$ cat config.mk
export PLATFORM = sky130hd
export DESIGN_NAME = alu_flat
export DESIGN_NICKNAME = d
export VERILOG_FILES = /design/src/rtl/alu_pkg.sv /design/src/rtl/alu_if.sv /design/src/rtl/alu_slice.sv /design/src/rtl/alu.sv /design/src/flat_wrapper.sv
export SDC_FILE = /design/constraint.sdc
export NUM_CORES = 1
export LEC_CHECK = 0
export ABC_AREA = 1
export ABC_CLOCK_PERIOD_IN_PS = 36900
export CORE_ASPECT_RATIO = 2
export CORE_MARGIN = 3
export CORE_UTILIZATION = 50
export DETAILED_ROUTE_END_ITERATION = 12
export PLACE_DENSITY = 0.8
export RECOVER_POWER = 50
export SYNTH_ARGS = -nofsm -noshare
export SYNTH_HDL_FRONTEND = slang
export SYNTH_SLANG_ARGS = --single-unit
$ cat constraint.sdc
create_clock -name clk -period 36.9 [get_ports clk]
set_clock_uncertainty 0.05 [all_clocks]
set_input_delay 7.38 -clock clk [delete_from_list [all_inputs] [get_ports clk]]
set_output_delay 7.38 -clock clk [all_outputs]
set_load 0.01 [all_outputs]
$ cat src/rtl/alu_pkg.sv
// Shared definitions for the 64-bit execute-stage ALU.
package alu_pkg;

  localparam int unsigned DataWidth = 64;

  typedef logic [2:0] alu_op_t;

  localparam alu_op_t ALU_PASS_B   = 3'b000;
  localparam alu_op_t ALU_ADD      = 3'b010;
  localparam alu_op_t ALU_SUBTRACT = 3'b011;
  localparam alu_op_t ALU_AND      = 3'b100;
  localparam alu_op_t ALU_OR       = 3'b101;
  localparam alu_op_t ALU_XOR      = 3'b110;

endpackage

$ cat src/rtl/alu_if.sv
// Operand/operation inputs and registered result/flag outputs of the ALU.
interface alu_if;
  import alu_pkg::*;

  logic [DataWidth-1:0] A;
  logic [DataWidth-1:0] B;
  alu_op_t              cntrl;
  logic [DataWidth-1:0] result;
  logic                 negative;
  logic                 zero;
  logic                 overflow;
  logic                 carry_out;

  modport master (
    output A, B, cntrl,
    input  result, negative, zero, overflow, carry_out
  );

  modport slave (
    input  A, B, cntrl,
    output result, negative, zero, overflow, carry_out
  );

endinterface

$ cat src/rtl/alu_slice.sv
// One bit of the ALU: optional B inversion, full adder and logic-op select.
module alu_slice
  import alu_pkg::*;
(
  input  logic    a,
  input  logic    b,
  input  logic    carry_in,
  input  alu_op_t cntrl,
  output logic    out,
  output logic    carry_out
);

  logic b_eff;
  logic sum;

  // Subtract inverts B so the chain computes A + ~B + 1.
  always_comb begin
    b_eff     = (cntrl == ALU_SUBTRACT) ? ~b : b;
    sum       = a ^ b_eff ^ carry_in;
    carry_out = (a & b_eff) | (a & carry_in) | (b_eff & carry_in);
  end

  // Per-bit result select; unused codes yield 0.
  always_comb begin
    out = 1'b0;
    case (cntrl)
      ALU_PASS_B:            out = b;
      ALU_ADD, ALU_SUBTRACT: out = sum;
      ALU_AND:               out = a & b;
      ALU_OR:                out = a | b;
      ALU_XOR:               out = a ^ b;
      default:               out = 1'b0;
    endcase
  end

endmodule

$ cat src/rtl/alu.sv
// 64-bit ALU: ripple-carry slice array with a registered result/flag stage.
module alu
  import alu_pkg::*;
(
  input logic   clk,
  input logic   reset,
  alu_if.slave  bus
);

  logic [DataWidth:0]   carry;
  logic [DataWidth-1:0] comb_result;
  logic                 is_arith;
  logic                 comb_overflow;
  logic                 comb_carry;
  logic                 comb_zero;

  // Carry-in of 1 on subtract completes the two's-complement negation of B.
  always_comb begin
    is_arith = (bus.cntrl == ALU_ADD) || (bus.cntrl == ALU_SUBTRACT);
    carry[0] = (bus.cntrl == ALU_SUBTRACT) ? bus.cntrl[0] : 1'b0;
  end

  for (genvar i = 0; i < DataWidth; i++) begin : g_slice
    alu_slice u_slice (
      .a         (bus.A[i]),
      .b         (bus.B[i]),
      .carry_in  (carry[i]),
      .cntrl     (bus.cntrl),
      .out       (comb_result[i]),
      .carry_out (carry[i+1])
    );
  end

  // Signed overflow is a mismatch between carry into and out of the sign bit.
  always_comb begin
    comb_overflow = is_arith & (carry[DataWidth-1] ^ carry[DataWidth]);
    comb_carry    = is_arith & carry[DataWidth];
    comb_zero     = ~|comb_result;
  end

  // Output register; reset forces the all-zero result with zero flag set.
  always_ff @(posedge clk) begin
    if (reset) begin
      bus.result    <= '0;
      bus.negative  <= 1'b0;
      bus.zero      <= 1'b1;
      bus.overflow  <= 1'b0;
      bus.carry_out <= 1'b0;
    end else begin
      bus.result    <= comb_result;
      bus.negative  <= comb_result[DataWidth-1];
      bus.zero      <= comb_zero;
      bus.overflow  <= comb_overflow;
      bus.carry_out <= comb_carry;
    end
  end

endmodule

$ cat src/flat_wrapper.sv
// flat-port wrapper written by rule: the top's interface ports become plain ports
module alu_flat import alu_pkg::*;
  (clk, reset, bus_A, bus_B, bus_cntrl, bus_result, bus_negative, bus_zero, bus_overflow, bus_carry_out);
  alu_if bus_i ();
  input logic clk;
  input logic reset;
  input wire logic [$bits(bus_i.A)-1:0] bus_A;
  input wire logic [$bits(bus_i.B)-1:0] bus_B;
  input wire logic [$bits(bus_i.cntrl)-1:0] bus_cntrl;
  output wire logic [$bits(bus_i.result)-1:0] bus_result;
  output wire logic [$bits(bus_i.negative)-1:0] bus_negative;
  output wire logic [$bits(bus_i.zero)-1:0] bus_zero;
  output wire logic [$bits(bus_i.overflow)-1:0] bus_overflow;
  output wire logic [$bits(bus_i.carry_out)-1:0] bus_carry_out;
  assign bus_i.A = bus_A;
  assign bus_i.B = bus_B;
  assign bus_i.cntrl = bus_cntrl;
  assign bus_result = bus_i.result;
  assign bus_negative = bus_i.negative;
  assign bus_zero = bus_i.zero;
  assign bus_overflow = bus_i.overflow;
  assign bus_carry_out = bus_i.carry_out;
  alu u_core (.clk(clk), .reset(reset), .bus(bus_i));
endmodule
Word level (Yosys, flattened, before mapping). Index checks and enable logic that the tools add are counted.

Eq/ne operators: 5. Reduce and logical (&&, ||, !) cells: 5. Bitwise logic cells: 707. Muxes and demuxes: 129.

Operators with widths (number): 1-bit one-hot mux with 5 select lines (64); 1-bit bitwise AND (258); 1-bit XOR (193); 1-bit bitwise OR (192); 1-bit two-way mux (65); 1-bit NOT (64); 64-bit OR reduction (1); 3-bit equality test, second input constant (3); 3-bit by 2-bit equality test with 1-bit output, second input constant (2); 3-bit zero test (1); 2-bit OR reduction (1); 1-bit zero test (1); 1-bit logical OR (1).

Bits in registers: 68. Output and inout port bits: 68. Bits of input ports: 133. Logic and storage cells: 851.

Depth between registers and ports, before layout.
Depth after elaboration: 196. Gate-level depth with buffers: 83. Depth with buffers taken out: 80.

Cells and area by module. A second synthesis with hierarchy kept.

Cell total of the unflattened synthesis: 1746. Area total of the unflattened synthesis: 10720.3 um2.

Modules (own cells, without submodules): alu_slice (seq. area each 0.0 um2, area an instance 133.9 um2, cells each 23, instances 64); alu (seq. area each 1341.3 um2, area an instance 2152.1 um2, cells each 274, instances 1).

Worst setup path before layout. Ideal clock, no wire load.

Path type: input-to-reg. Start: input bus_cntrl[1]. End: register u_core.bus.zero. Stages: 83. Setup time: 0.058 ns. Data required time: 36.792 ns. Data arrival time: 33.242 ns. Path buffers: 4. Slack: 3.549 ns. Cells stage by stage: buf_2 buf_2 nand2_1 nor2_1 buf_2 buf_4 xor2_1 fa_1 fa_1 inv_1 fa_1 fa_1 fa_1 fa_1 fa_1 fa_1 fa_1 fa_1 [47 not listed] fa_1 fa_1 fa_1 fa_1 fa_1 fa_1 fa_1 nand2_1 nand2_1 clkinv_1 nand2_1 nor2_1 nand2_1 nor2_1 nand2_1 nor2_1 nand2_1 nand2_1.

Longest elaborated chain between the ends: 195. Elaborated cells on any way between the ends: 581. Classes of those cells: 5 x eq/ne; 129 x mux; 443 x bitwise; 4 x reduce/logical.

RTL lines: start, declared (line flat_wrapper.sv:9) `input wire logic [$bits(bus_i.cntrl)-1:0] bus_cntrl;`; 3-bit by 2-bit equality test with 1-bit output (line alu_slice.sv:18, alu_slice.sv:26, alu.sv:20); 1-bit two-way mux, on equally long branches (line alu_slice.sv:18, alu.sv:20); 1-bit bitwise AND (line alu_slice.sv:20) `carry_out = (a & b_eff) | (a & carry_in) | (b_eff & carry_in);`; 1-bit bitwise OR (2 in series) (line alu_slice.sv:20); 1-bit bitwise AND (line alu_slice.sv:20); 1-bit bitwise OR (2 in series) (line alu_slice.sv:20); 1-bit bitwise AND (line alu_slice.sv:20); 1-bit bitwise OR (2 in series) (line alu_slice.sv:20); [174 not listed]; 1-bit bitwise AND (line alu_slice.sv:20); 1-bit bitwise OR (2 in series) (line alu_slice.sv:20); 1-bit bitwise AND (line alu_slice.sv:20); 1-bit bitwise OR (2 in series) (line alu_slice.sv:20); 1-bit XOR (line alu_slice.sv:19) `sum = a ^ b_eff ^ carry_in;`; 1-bit one-hot mux with 5 select lines (line alu_slice.sv:26) `case (cntrl)`; 64-bit OR reduction * (line alu.sv:38) `comb_zero = ~|comb_result;`; 1-bit zero test * (line alu.sv:38); end signal, assigned (line alu.sv:52) `bus.zero <= comb_zero;`; end, declared (line alu_if.sv:21) `output result, negative, zero, overflow, carry_out`.

Every way passes the cells marked *; elsewhere a longest branch is shown, timed or not. A chain may end at the register's enable or synchronous reset.

Final worst setup path.
Start: input bus_cntrl[2]. End: register u_core.bus.zero.

The elaborated chain is that of the path after synthesis.

==> reports/metrics.cfg <==
[sta]
timing.max_slew.rel_slack_pct=31.0
min_period_over_period_pct=94.9
finalMaxSlewViolations=0
max_slew.worst_pin.slew_ns=1.03
clock.fmax_mhz=28.5
final.min_clock_period_ns=35.03
finalSetupTns_ns=0
grt_setup_unrepaired=no
finalSetupViolations=0
postLayoutSetupSlackWorst_ns=1.87
finalHoldViolations=0

[clock_network]
cts-buffers-inserted=9
cts.sinks=67
clk_path_buf_depth=2
ctsHoldBuffers=0
cts.reportedPaths.clkPinSlew_ns=0.06
tritoncts=yes
cts_resized=0
cts-htree-levels=3
post_cts.repair.setup_buffers=0
cts-root-buf=sky130_fd_sc_hd__clkbuf_16

[route]
detail_route.wirelength_mm=26.4
final_antenna_net_count=0
drt_drc_violations_left=0
route.vias.total=8745
route.detailed.vias_per_inst=5.30
maxUsedRoutingLayer=met4
detail_route.iter0.violations=390
met3WireLength_mm=1.37
drt_pass1_iterations=5
routed-wl-met2_mm=14.2
m1WireLength_mm=9.15
avgRoutedWirePerCell_microns=16.0

[setup_path]
worstSetupEndpointType=register
critical-path-top-cell-by-count=sky130_fd_sc_hd__fa_1
worst-path-max-fanout=44
worst-path-stages=82
setup.worst_path.start=bus_cntrl[2]
cp_arrival_ns=35.28
worst-setup-path-type=in -> reg
cp-start-kind=primary input
critPathBufInv=6
critPathSlowestCell=sky130_fd_sc_hd__buf_4
worst_path_top_cell_family_by_delay=adder cells
required_time_of_the_worst_setup_path_ns=37.15
critical-path-max-stage-delay_ns=0.52
worst_setup_path_endpoint=u_core.bus.zero

[placement]
port_buffers=200
globalplace.congestion=0.888
post-dp-hpwl_mm=19.2
place.detailed.instances=1633
detailedPlace.worstSlack_ns=1.62

[power_and_ir_drop]
vdd.ir_drop.worst_mv=0.0174
sequential_power_share_pct=27.8
fraction_of_power_spent_switching_nets_pct=36.9
share_comb_of_total_power_pct=43.4
share_clk_of_total_power_pct=28.7
static_leakage_nw=6.02
cell_internal_pwr_w=0.000184
power.density_mw_per_mm2=26.2
switching_power_w=0.000107

[grt]
grt_pass1_vias=8880
grt_max_degree=68
antenna_found_initial=2
grt_pass1_wl_mm=42.6
grt_use_total_pct=27.9
global_route.overflow_total=0

[finish]
layout_area_growth_over_synthesis_pct=26.7
finalNonFillerCells=1651
final-seq-area_sq_mm=0.00134
fill_cells=1494
multi_input_comb_area_sq_mm=0.00629
finalNetCount=1762
final_core_utilization_pct=65.3
post_route_cells_drive_above_1_share_pct=2.50

[job]
total_of_max_cap_violations=0

[floorplan]
row_count=67
chipWidth_microns=99.6
initial_core_util_pct=51.5
dieArea_sq_mm=0.0193
floorplan.die.height_microns=193
design.core.area_sq_mm=0.0170
ioPinCount=201

[synthesis]
sequential_share_of_the_synthesized_area_pct=15.3
synth_seq_cells=67
ys.warnings.count=0
synth_area_sq_mm=0.00877
yosys.cell_types.count=24
synthesis.nets=1600
netlist_instances=1275
synth.avg_cell_area_sq_um=6.88

[status]
outcome=finished clean

[hold_path]
hp-class=in -> reg

## per-stage QoR
| stage | instance area, sq um | hold slack [ns] | total power [W] |
|---|---|---|---|
| 2_1_floorplan | 8770 | 7.53 | 0.000156 |
| 3_3_place_gp | 10800 | 8.00 | 0.000208 |
| 3_5_place_dp | 10800 | 8.01 | 0.000212 |
| 4_1_cts | 11100 | 7.64 | 0.000296 |
| 5_1_grt | 11100 | 7.68 | 0.000313 |
| 6_report | 11100 | 7.66 | 0.000291 |
## Yosys cell counts
cell	instances	area [sq um]
sky130_fd_sc_hd__nor2_2	1	6.26
sky130_fd_sc_hd__nand3_2	2	20.0
sky130_fd_sc_hd__clkbuf_1	22	82.6
sky130_fd_sc_hd__nand2_1	245	920
sky130_fd_sc_hd__nand3b_1	11	82.6
sky130_fd_sc_hd__a21oi_1	42	210
sky130_fd_sc_hd__o21ai_1	12	60.1
sky130_fd_sc_hd__o21ai_0	21	105
sky130_fd_sc_hd__nand3_1	61	305
sky130_fd_sc_hd__xnor2_1	1	8.76
sky130_fd_sc_hd__dfxtp_1	67	1340
sky130_fd_sc_hd__ha_1	128	1600
sky130_fd_sc_hd__buf_1	7	26.3
sky130_fd_sc_hd__nor2_1	208	781
sky130_fd_sc_hd__buf_2	23	115
sky130_fd_sc_hd__inv_2	6	22.5
sky130_fd_sc_hd__buf_4	6	45.0
sky130_fd_sc_hd__clkinv_1	6	22.5
sky130_fd_sc_hd__nor3_1	1	5.00
sky130_fd_sc_hd__a31oi_1	12	75.1
sky130_fd_sc_hd__nand4_1	39	244
sky130_fd_sc_hd__inv_1	226	848
sky130_fd_sc_hd__fa_1	64	1280
sky130_fd_sc_hd__xor2_1	64	561
## flip-flops by register name (all words and copies together), names as in the netlist
name and flops:
u_core.bus.negative 1, u_core.bus.result 63, u_core.bus.carry_out 1, u_core.bus.overflow 1, u_core.bus.zero 1
## area by class of cell
class,instances,share of cell area (%)
Sequential cell,67,12.1
Multi-Input combinational cell,912,56.6
Antenna cell,2,0.0450
Timing Repair Buffer,209,18.5
Inverter,238,8.04
Clock buffer,14,2.38
Clock inverter,2,0.0901
Tap cell,207,2.33
## cells in the final DEF, fill, tap and decap left out, drive strengths merged, types with 12 or more instances in the layout
master         count
dlygate4sd3       67
buf               12
xor2              64
inv              232
fa                64
dfxtp             67
nor2             209
o21ai             33
nand4             39
ha               128
nand2            245
a31oi             12
clkdlybuf4s50    130
a21oi             42
clkbuf            14
nand3             63
## worst min-delay path: cells and delay by family
kind / cells / cell delay, ns
AND/OR/NAND/NOR: 1 / 0.17
buffers and inverters: 2 / 0.46
## metal layers
| metal | track usage, % | up-vias |
|---|---|---|
| li1 | - | 4205 |
| met2 | 50.8 | 356 |
| met1 | 28.4 | 4069 |
| met3 | 3.79 | 115 |
| met4 | 19.1 | 0 |
| met5 | 0 | - |
## power groups by stage
stage / logic, W / registers [W] / clock network (W)
after floorplan: 0.0000695 / 0.0000863 / 0
after global placement: 0.000125 / 0.0000830 / 0
after detailed placement: 0.000128 / 0.0000831 / 0
after CTS: 0.000130 / 0.0000816 / 0.0000849
after global routing: 0.000144 / 0.0000817 / 0.0000874
final: 0.000127 / 0.0000811 / 0.0000837
## how the worst min path moves through the flow
stage,start,end,slack [ns],depth (start not counted)
after global routing,reset,u_core.bus.result[20],7.68,3
after floorplan,bus_B[33],u_core.bus.result[33],7.53,2
final,reset,u_core.bus.result[20],7.66,3
after global placement,reset,u_core.bus.result[6],8.00,3
after CTS,reset,u_core.bus.result[20],7.64,3
after detailed placement,reset,u_core.bus.result[32],8.01,3
## cell families after synthesis
group	share of synthesized area [%]
AND/OR/NAND/NOR	27.0
buffers and inverters	13.3
adder cells (fa/ha/maj)	32.9
AO/OA/AOI/OAI	5.14
flip-flops	15.3
XOR/XNOR	6.49
Note: power is estimated with default switching activity, not from simulation.
